==> src/rtl/i2c_pkg.sv <==
// Shared types and constants for the I2C target receiver.
package i2c_pkg;
  typedef enum logic [2:0] {
    IDLE, ADDR, ADDR_ACK, DATA, STRETCH, DATA_ACK, IGNORE
  } tgt_state_t;

  localparam logic I2C_RW_WRITE = 1'b0;
  localparam logic I2C_ACK      = 1'b0;

  typedef logic [7:0] i2c_byte_t;
endpackage

==> src/rtl/i2c_line_filter.sv <==
// One bus line: 2-FF synchronizer, optional counter glitch filter
// (I2C_TGT_FILTER_EN), and edge pulses from current vs previous level.
module i2c_line_filter #(
  parameter int FILT = 4
) (
  input  logic clk,
  input  logic rst,
  input  logic din,
  output logic level,
  output logic rise,
  output logic fall
);
  logic [1:0] sync;
  logic       lvl_q;

  // Lines idle high, so reset to 1 to avoid a false edge after reset.
  always_ff @(posedge clk or posedge rst) begin
    if (rst) sync <= 2'b11;
    else     sync <= {sync[0], din};
  end

`ifdef I2C_TGT_FILTER_EN
  localparam int CW = $clog2(FILT + 1);
  logic [CW-1:0] cnt;
  logic          flt;

  // Level follows the input only after FILT consecutive differing samples.
  always_ff @(posedge clk or posedge rst) begin
    if (rst) begin
      cnt <= '0;
      flt <= 1'b1;
    end else if (sync[1] == flt) begin
      cnt <= '0;
    end else if (cnt == CW'(FILT - 1)) begin
      flt <= sync[1];
      cnt <= '0;
    end else begin
      cnt <= cnt + 1'b1;
    end
  end
  assign level = flt;
`else
  logic unused_filt;
  assign unused_filt = (FILT > 0);
  assign level = sync[1];
`endif

  always_ff @(posedge clk or posedge rst) begin
    if (rst) lvl_q <= 1'b1;
    else     lvl_q <= level;
  end

  assign rise = level & ~lvl_q;
  assign fall = ~level & lvl_q;
endmodule

==> src/rtl/i2c_target_rx.sv <==
// I2C write-only target: address match, byte receive, clock stretch until the
// consumer takes each byte, then ACK. Input filter via I2C_TGT_FILTER_EN.
module i2c_target_rx
  import i2c_pkg::*;
#(
  parameter int TSU  = 8,
  parameter int FILT = 4
) (
  input  logic       clk,
  input  logic       rst,
  input  logic       scl_in,
  input  logic       sda_in,
  input  logic [6:0] own_addr,
  output logic       scl_oe,
  output logic       sda_oe,
  output logic [7:0] rx_data,
  output logic       rx_valid,
  input  logic       rx_ready,
  output logic       rx_first,
  output logic       stop_det,
  output logic       busy
);
  localparam int TW = $clog2(TSU + 1);

  logic scl_lvl, scl_rise_raw, scl_fall_raw;
  logic sda_lvl, sda_rise, sda_fall;

  i2c_line_filter #(.FILT(FILT)) u_scl (
    .clk(clk), .rst(rst), .din(scl_in),
    .level(scl_lvl), .rise(scl_rise_raw), .fall(scl_fall_raw)
  );

  i2c_line_filter #(.FILT(FILT)) u_sda (
    .clk(clk), .rst(rst), .din(sda_in),
    .level(sda_lvl), .rise(sda_rise), .fall(sda_fall)
  );

  // While we hold SCL low our own pull-down must not look like bus clocking.
  logic scl_rise, scl_fall, start_c, stop_c;
  assign scl_rise = scl_rise_raw & ~scl_oe;
  assign scl_fall = scl_fall_raw & ~scl_oe;
  assign start_c  = sda_fall & scl_lvl;
  assign stop_c   = sda_rise & scl_lvl;

  tgt_state_t    state;
  logic [2:0]    bit_cnt;
  i2c_byte_t     shreg;
  i2c_byte_t     shift_next;
  logic          byte_full;
  logic          first_flag;
  logic [TW-1:0] tsu_cnt;

  assign shift_next = {shreg[6:0], sda_lvl};

  always_ff @(posedge clk or posedge rst) begin
    if (rst) begin
      state      <= IDLE;
      bit_cnt    <= '0;
      shreg      <= '0;
      byte_full  <= 1'b0;
      first_flag <= 1'b0;
      tsu_cnt    <= '0;
      scl_oe     <= 1'b0;
      sda_oe     <= 1'b0;
      rx_data    <= '0;
      rx_valid   <= 1'b0;
      rx_first   <= 1'b0;
      stop_det   <= 1'b0;
      busy       <= 1'b0;
    end else begin
      stop_det <= 1'b0;
      if (rx_valid && rx_ready) rx_valid <= 1'b0;

      if (start_c || stop_c) begin
        // A pending rx byte survives; only bus-side state is dropped.
        scl_oe    <= 1'b0;
        sda_oe    <= 1'b0;
        busy      <= 1'b0;
        bit_cnt   <= '0;
        byte_full <= 1'b0;
        tsu_cnt   <= '0;
        stop_det  <= stop_c;
        state     <= stop_c ? IDLE : ADDR;
      end else begin
        case (state)
          IDLE: ;

          ADDR: if (scl_rise) begin
            shreg   <= shift_next;
            bit_cnt <= bit_cnt + 1'b1;
            if (bit_cnt == 3'd7) begin
              if (shift_next[7:1] == own_addr && shift_next[0] == I2C_RW_WRITE) begin
                busy  <= 1'b1;
                state <= ADDR_ACK;
              end else begin
                state <= IGNORE;
              end
            end
          end

          ADDR_ACK: if (scl_fall) begin
            if (!sda_oe) begin
              sda_oe <= 1'b1;
            end else begin
              sda_oe     <= 1'b0;
              bit_cnt    <= '0;
              byte_full  <= 1'b0;
              first_flag <= 1'b1;
              state      <= DATA;
            end
          end

          DATA: begin
            if (scl_rise) begin
              shreg   <= shift_next;
              bit_cnt <= bit_cnt + 1'b1;
              if (bit_cnt == 3'd7) byte_full <= 1'b1;
            end else if (scl_fall && byte_full) begin
              scl_oe     <= 1'b1;
              rx_data    <= shreg;
              rx_first   <= first_flag;
              rx_valid   <= 1'b1;
              first_flag <= 1'b0;
              byte_full  <= 1'b0;
              tsu_cnt    <= '0;
              state      <= STRETCH;
            end
          end

          // sda_oe doubles as "byte taken, ACK setup time running".
          STRETCH: begin
            if (rx_valid && rx_ready) begin
              sda_oe <= 1'b1;
            end else if (sda_oe) begin
              if (tsu_cnt == TW'(TSU - 1)) begin
                scl_oe <= 1'b0;
                state  <= DATA_ACK;
              end else begin
                tsu_cnt <= tsu_cnt + 1'b1;
              end
            end
          end

          DATA_ACK: if (scl_fall) begin
            sda_oe  <= 1'b0;
            bit_cnt <= '0;
            state   <= DATA;
          end

          IGNORE: ;

          default: state <= IDLE;
        endcase
      end
    end
  end
endmodule
==> config.mk <==
export PLATFORM = sky130hd
export DESIGN_NAME = i2c_target_rx
export DESIGN_NICKNAME = d
export VERILOG_FILES = /design/src/rtl/i2c_pkg.sv /design/src/rtl/i2c_line_filter.sv /design/src/rtl/i2c_target_rx.sv
export SDC_FILE = /design/constraint.sdc
export NUM_CORES = 1
export LEC_CHECK = 0
export CAP_MARGIN = 30
export CORE_MARGIN = 1
export CORE_UTILIZATION = 49
export CTS_CLUSTER_SIZE = 25
export DETAILED_ROUTE_END_ITERATION = 12
export GPL_TIMING_DRIVEN = 0
export PLACE_DENSITY_LB_ADDON = 0.05
export SLEW_MARGIN = 20
export SYNTH_ARGS = -nofsm -noshare
export SYNTH_HDL_FRONTEND = slang
export SYNTH_SLANG_ARGS = --single-unit
==> constraint.sdc <==
create_clock -name clk -period 3.7 [get_ports clk]
set_clock_uncertainty 0.2 [all_clocks]
set_input_delay 1.11 -clock clk [delete_from_list [all_inputs] [get_ports clk]]
set_output_delay 1.11 -clock clk [all_outputs]
set_load 0.05 [all_outputs]
* Word level (Yosys, flattened, before mapping) *
Cells that the tools add are included.

storage, ports and cells
  register bits = 40
  latch bits = 0
  bits in writable memories = 0
  ROM bits = 0
  bits of input ports = 12
  output and inout bits = 14
  word-level logic and storage cells = 151
  memories kept = 0

operators by class
  add/sub/neg operators = 2
  $mul = 0
  div/mod/pow operators = 0
  order comparisons = 0
  eq/ne operators = 29
  shifts and indexed selects = 0
  multiplexer cells = 62
  bitwise operators = 15
  reductions and logical operators = 26

operator list
  kind                                                              number
  3-bit two-way mux                                                 17
  3-bit != test (second input constant)                             12
  1-bit two-way mux                                                 32
  4-bit two-way mux                                                 6
  3-bit case mux with 6 select lines                                1
  6-bit AND reduction                                               3
  3-bit == test (second input constant)                             4
  4-bit AND reduction                                               3
  11-bit AND reduction                                              1
  5-bit AND reduction                                               2
  2-bit nonzero test                                                5
  3-bit case mux with 3 select lines                                1
  1-bit AND                                                         8
  2-bit != test (second input constant)                             4
  4-bit != test (second input constant)                             2
  4-bit case mux with 2 select lines                                1
  4-bit nonzero test                                                2
  7-bit == test                                                     1
  1-bit NOT                                                         7
  3-bit by 2-bit == test with 1-bit output (second input constant)  2
  1-bit case mux with 2 select lines                                3
  3-bit nonzero test                                                2
  4-bit by 1-bit adder with 4-bit output (second input constant)    1
  4-bit by 3-bit == test with 1-bit output (second input constant)  1
  10 further kinds                                                  13

* Logic depth before layout (Yosys ltp) *
Gate-level depths: netlist (run 1).

  word-level depth = 8
  gate-level depth with buffers = 6
  depth with buffers taken out = 6

* Modules after synthesis *
Synthesis (run 1) repeated with hierarchy kept, for this count alone.

unflattened totals
  cells, all modules = 174
  area total of the unflattened synthesis = 1,973.1 µm²

modules (own cells, without submodules)
  module           instances  cells an instance  area each (µm²)  seq. area each (µm²)
  i2c_target_rx    1          162                1,778.0          850.8
  i2c_line_filter  2          6                  97.6             78.8

* Least setup slack after synthesis (run 1) *
Ideal clock, no wire load.

  path type = in2reg
  from = input port rx_ready
  to = register tsu_cnt[3]
  library setup time = 0.069 ns
  data arrival time = 2.135 ns
  required time = 3.431 ns
  slack = 1.296 ns
  stages on the path = 5
  buffers on the path = 0
  path through = a21boi_1 > nor2_2 > o21a_4 > or4_1 > nand3_1

between the ends
  word-level cells in the longest chain between the ends = 3

RTL lines
  item                                  line                  text
  from (decl)                           i2c_target_rx.sv:18   input logic rx_ready,
  1-bit logical AND                     i2c_target_rx.sv:132  if (rx_valid && rx_ready) begin
  3-bit != test (no source line)        -
  6-bit AND reduction (no source line)  -
  to (signal assigned)                  i2c_target_rx.sv:139  tsu_cnt <= tsu_cnt + 1'b1;
  to (decl)                             i2c_target_rx.sv:51   logic [TW-1:0] tsu_cnt;

No other way between the ends.
A chain may end at the register's enable or synchronous reset.

* Worst setup path in the final report (run 1) *
  from = register scl_oe
  to = output port scl_oe

RTL lines
  item                    line                  text
  from (decl)             i2c_target_rx.sv:14   output logic scl_oe,
  from (signal assigned)  i2c_target_rx.sv:63   scl_oe <= 1'b0;
  from (signal assigned)  i2c_target_rx.sv:76   scl_oe <= 1'b0;
  from (signal assigned)  i2c_target_rx.sv:119  scl_oe <= 1'b1;

No word-level cell between the ends.

==> results of run 1 <==
cell usage in the layout (no fill, tap or decap), types with 2 or more instances in the layout:
| master | count |
|---|---|
| dfrtp_1 | 34 |
| clkdlybuf4s50_1 | 25 |
| mux2_2 | 18 |
| nand2_1 | 14 |
| nand3_1 | 7 |
| o21ai_0 | 6 |
| nor2_1 | 6 |
| dfstp_2 | 6 |
| inv_1 | 5 |
| xnor2_1 | 5 |
| clkbuf_8 | 5 |
| nand3b_1 | 4 |
| buf_2 | 4 |
| nor3b_1 | 4 |
| clkbuf_1 | 3 |
| xor2_1 | 3 |
| a21oi_1 | 3 |
| and3_1 | 3 |
| a31oi_1 | 3 |
| mux2i_1 | 3 |
| ha_1 | 3 |
| buf_4 | 2 |
| and3b_1 | 2 |
| nor2b_1 | 2 |
| mux2_1 | 2 |
| o22ai_1 | 2 |
how the worst max path moves through the flow:
stage,end,depth (start not counted),slack [ns]
floorplan,tsu_cnt[3]$_DFFE_PP0P_,5,1.30
global placement,tsu_cnt[0]$_DFFE_PP0P_,2,0.66
detailed placement,tsu_cnt[3]$_DFFE_PP0P_,6,0.70
CTS,scl_oe,1,0.76
global route,scl_oe,1,0.73
finish,scl_oe,1,0.76
logic make-up after synthesis:
| family | share of synthesized area (%) |
|---|---|
| simple gates | 17.05 |
| flops | 50.53 |
| fa+ha+maj | 1.881 |
| compound gates | 10.41 |
| buf+inv | 3.072 |
| xor+xnor | 3.511 |
| mux | 13.54 |
synthesized netlist by cell type (all sizes together), types with 4 or more instances:
library cell	n
buf	6
dfrtp	34
dfstp	6
inv	6
mux2	21
nand2	14
nand3	7
nand3b	4
nor2	7
nor3b	6
o21ai	7
xnor2	5
power breakdown:
part           internal (W)  switching [W]  leakage, nW  total, W
logic              0.000223       0.000256        0.543  0.000478
registers          0.000507      0.0000663        0.526  0.000574
clock network      0.000132       0.000145       0.0422  0.000278
per-stage QoR:
stage,hold slack (ns),area [um^2],cells
global route,0.1664,2415,253
finish,0.1586,2415,253
CTS,0.1634,2415,253
global placement,0.1472,2306,244
floorplan,0.1452,1996,171
detailed placement,0.1484,2333,245
cell type report:
type                            count  area, um^2  share of cell area (%)
Multi-Input combinational cell    118       925.9                   38.34
Inverter                            6       22.52                  0.9326
Sequential cell                    40        1008                   41.76
Clock buffer                        7       76.32                   3.161
Clock inverter                      1       5.005                  0.2073
Buffer                              7       38.79                   1.606
Tap cell                           48       60.06                   2.487
Timing Repair Buffer               26       277.8                   11.50
registers in the layout (all words and copies together), names as in the netlist:
name         flops
rx_data          8
shreg            8
tsu_cnt          4
bit_cnt          3
state            3
u_scl.sync       2
u_sda.sync       2
busy             1
byte_full        1
first_flag       1
rx_first         1
rx_valid         1
scl_oe           1
sda_oe           1
stop_det         1
u_scl.lvl_q      1
u_sda.lvl_q      1
metal layers:
layer,GRT usage (%),vias up
met2,36.48,26
met4,9.239,0
met5,0,-
met1,26.33,714
li1,-,686
met3,4.828,11
==> out/metrics.cfg, run 1 <==
[placement]
gp_congestion = 0.8283
dp_hpwl_um = 3045
portBuffers = 25
pre_cts_slack_ns = 0.7010

[floorplanning]
io_pins = 26
coreArea_um2 = 3771
dieHeight_um = 65.82
die_x_um = 65.82
start_util_pct = 52.92
num_rows = 22
die_area_um2 = 4332

[clocking]
cts_buffer_depth = 2
post_cts_buffers = 0
cts_sinks = 40
ctsHtreeMaxLevel = 2
worstSkewPairLatency_ns = 0.29
clockRootBuffer = clkbuf_8
cts_resized = 0
cts_tree = yes
cts_hold_buf = 0
cts_made_buffers = 5
clk_pin_slew_ns = 0.08

[drt]
drcViolationCount = 0
drt-total-wl_um = 4049
dr_total_vias = 1437
drt_iter0_markers = 65
drt-pass1-iter-count = 4
drt-met1-wl_um = 1751
highest_layer = met4
vias_per_cell = 5.680
route.met2.wl_um = 2065
wl_met3_um = 138
ant_nets = 0
wl_per_cell_um = 16.00

[logic_synthesis]
yosysTopAreaCell = dfrtp_1
netlist-cell-type-count = 52
syn_area_um2 = 1996
post_synth.cell_area_avg_um2 = 11.67
yosys.area.top_type_share_pct = 42.63
syn_inst = 171
synthTopCellsByArea = dfrtp_1 (43%), mux2_2 (10%), dfstp_2 (7.9%)
synthFlopType = dfrtp_1
async_flop_share_pct = 100.0
synth_edf_count = 0
syn_nets = 186
ys_ff_latch = 40
seq_area_frac_synth_pct = 50.53
yosys_warnings = 0

[critical_path]
critPathBufInv = 1
reg2regPathDepth = 5
critPathMaxStageDelay_ns = 0.85
cp-startpoint = scl_oe$_DFFE_PP0P_
slowest_stage = clkdlybuf4s50_1
setup.worst_path.end_class = output port
worstPathMaxFanout = 7
r2r-end = shreg[7]$_DFFE_PP0P_
worstPathCellList = clkdlybuf4s50_1
crit_family = buffers and inverters
reg2reg_from = u_scl.sync[1]$_DFF_PP1_
critical_path_arrival_ns = 1.63
regToRegSetupSlack_ns = 1.39
start_kind = flip-flop
cp.required_ns = 2.39
path_class = flip-flop to output port

[global_route]
grt_pass1_vias = 1485
antenna_found_initial = 0
grt.overflow.total = 0
grtUsageTotal_pct = 21.60
grt_max_degree = 23
grt_pass1_wl_um = 6913

[sta]
timing.final.crit_share_pct = 79.43
worst_slew_pin_slew_ns = 0.5922
setup_viol = 0
rsz0062_at_grt = false
hold_viol = 0
slew_headroom_pct = 60.43
setup_ws_ns = 0.7611
min_period_ns = 2.939
tns_ns = 0
final_max_slew_viol_count = 0
fmax_mhz = 340.3

[status]
status = completed

[pwr]
total_power_w = 0.001330
peakVddDrop_mv = 0.2778
p_leak_nw = 1.111
power_density_nw_per_um2 = 550.7

[min_path]
holdPathEnd = u_scl.sync[1]$_DFF_PP1_
min_path_type = flip-flop to flip-flop
min_from = u_scl.sync[0]$_DFF_PP1_
holdPathStages = 0

[job]
max-cap-violations = 0

[layout]
area_delta_synth_final_pct = 21.00
final_core_util_pct = 64.03
fillers = 299
num_antenna_cells = 0
layout-drive-gt1-share_pct = 23.90
layout.nets = 219

(Power assumes the default switching activity.)
==> run 2: changes to the inputs <==
- clock period: 3.7 -> 2.4 ns (I/O delays scaled with it)
==> run 2 against run 1 <==
Net effect: utilization is 0.20 points higher; critical path depth stayed put; combinational power is 53% higher; clock power is 54% higher; final cell count stayed put; global-route usage is 0.074 points higher; worst setup slack worse by 0.74 ns; critical path type unchanged; largest power group unchanged.
==> out/metrics.cfg, run 2 (same netlist as run 1, synthesis figures left out) <==
[clocking]
clockRootBuffer = clkbuf_8
cts_resized = 4  ; +4
clk_pin_slew_ns = 0.07  ; about the same
post_cts_buffers = 0  ; unchanged
cts_tree = yes
cts_made_buffers = 5  ; unchanged
cts_sinks = 40  ; unchanged
cts_buffer_depth = 2  ; unchanged
ctsHtreeMaxLevel = 2  ; unchanged
cts_hold_buf = 0  ; unchanged
worstSkewPairLatency_ns = 0.30  ; about the same

[sta]
hold_ws_ns = 0.1582  ; -0.0004510 ns
min_period_ns = 2.379
setup_viol = 0  ; unchanged
timing.final.crit_share_pct = 99.13
slew_headroom_pct = 60.29  ; -0.14 points
fmax_mhz = 420.3
hold_viol = 0  ; unchanged
setup_ws_ns = 0.02092  ; -0.7401 ns
final_max_slew_viol_count = 0  ; unchanged
rsz0062_at_grt = false
worst_slew_pin_slew_ns = 0.5944  ; +0.002148 ns

[critical_path]
worstPathCellList = clkdlybuf4s50_1
critical_path_arrival_ns = 1.46  ; -0.17 ns
start_kind = flip-flop
slowest_stage = clkdlybuf4s50_1
path_class = flip-flop to output port
cp.required_ns = 1.48  ; -0.91 ns
critPathMaxStageDelay_ns = 0.81  ; -0.04 ns
critPathBufInv = 1  ; unchanged
crit_family = buffers and inverters
setup.worst_path.end_class = output port
worstPathMaxFanout = 2  ; -5

[floorplanning]
coreArea_um2 = 3771  ; unchanged
die_area_um2 = 4332  ; unchanged
dieHeight_um = 65.82  ; unchanged
die_x_um = 65.82  ; unchanged
num_rows = 22  ; unchanged
io_pins = 26  ; unchanged
start_util_pct = 52.92  ; unchanged

[placement]
dpl_cell_area_um2 = 2333  ; unchanged
dp_hpwl_um = 3045  ; unchanged
pre_cts_slack_ns = -0.2090  ; -0.9100 ns
gp_congestion = 0.8283  ; unchanged
portBuffers = 25  ; unchanged
dp.cells = 245  ; unchanged

[layout]
final_cell_mix = dfrtp_1 (34), mux2_2 (18), clkdlybuf4s50_1 (18), nand2_1 (14), nand3_1 (7)
num_antenna_cells = 0  ; unchanged
fillers = 298  ; -0.33%
layout.nets = 219  ; unchanged
multi_input_area_um2 = 930.9  ; +0.54%
layout-drive-gt1-share_pct = 24.39  ; +0.49 points
final_common_cell = dfrtp_1
area_delta_synth_final_pct = 21.38
final-seq-area_um2 = 1008  ; unchanged
final_area_um2 = 2422  ; +0.31%
final-instance-count-excl-fill = 253  ; unchanged
top_regs = rx_data (8), shreg (8), tsu_cnt (4)

[drt]
vias_per_cell = 5.747  ; +1.2%
drt_iter0_markers = 61  ; -6.2%
dr_total_vias = 1454  ; +1.2%
drt-pass1-iter-count = 4  ; unchanged
ant_nets = 0  ; unchanged
wl_per_cell_um = 16.03  ; +0.17%
drcViolationCount = 0  ; unchanged
drt-total-wl_um = 4056  ; +0.17%

[pwr]
p_leak_nw = 1.189  ; +7.0%
total_power_w = 0.002046  ; +54%
peakVddDrop_mv = 0.4247  ; +53%
power_density_nw_per_um2 = 844.5  ; +53%

[global_route]
antenna_found_initial = 0  ; unchanged
grtUsageTotal_pct = 21.68  ; +0.074 points
grt_pass1_vias = 1491  ; +0.40%
grt.overflow.total = 0  ; unchanged
grt_max_degree = 23  ; unchanged
grt_pass1_wl_um = 6941  ; +0.41%

[job]
max-cap-violations = 0  ; unchanged

[min_path]
min_path_type = flip-flop to flip-flop

[status]
status = completed

run 2: final cells by class:
cell class	count	area share [%]
buffer	7	1.601
clock buffer	7	3.151
clock inverter	1	0.2066
inverter	6	0.9298
multi-input combinational	118	38.43
sequential	40	41.63
tap	48	2.479
timing repair buffer	26	11.57
run 2: metal layers:
layer / global-route usage (%) / share of wire, % / vias up
met5: 0 / 0 / -
met4: 9.239 / 2.3 / 0
met1: 26.33 / 43 / 723
met3: 4.828 / 3.6 / 11
li1: - / - / 686
met2: 36.73 / 51 / 34
run 2: stage by stage:
| step | setup TNS (ns) | utilization (%) |
|---|---|---|
| after floorplan | 0 | - |
| after global placement | -8.919 | 61.15 |
| after detailed placement | -0.5366 | 61.88 |
| after CTS | 0 | 63.90 |
| after global routing | 0 | 64.23 |
| final | 0 | 64.23 |
run 2: path summary, 6_finish.rpt:
path / start / endpoint / slack, ns / cells past startpoint
worst max-delay path: rx_data[2]$_DFFE_PP0P_ / rx_data[2] / 0.02 / 1
worst min-delay path: u_scl.sync[0]$_DFF_PP1_ / u_scl.sync[1]$_DFF_PP1_ / 0.16 / 0
worst max register to register: u_scl.sync[1]$_DFF_PP1_ / state[2]$_DFFE_PP0P_ / 0.16 / 6
worst min register to register: u_scl.sync[0]$_DFF_PP1_ / u_scl.sync[1]$_DFF_PP1_ / 0.16 / 0
max in group asynchronous: rst / rx_data[5]$_DFFE_PP0P_ / 0.99 / 3
min in group asynchronous: rst / state[2]$_DFFE_PP0P_ / 0.55 / 2
run 2: power by group:
group,internal [W],switching [W],total [W]
combinational,0.000338,0.000395,0.000733
sequential,0.000782,0.000102,0.000884
clock,0.000204,0.000225,0.000429
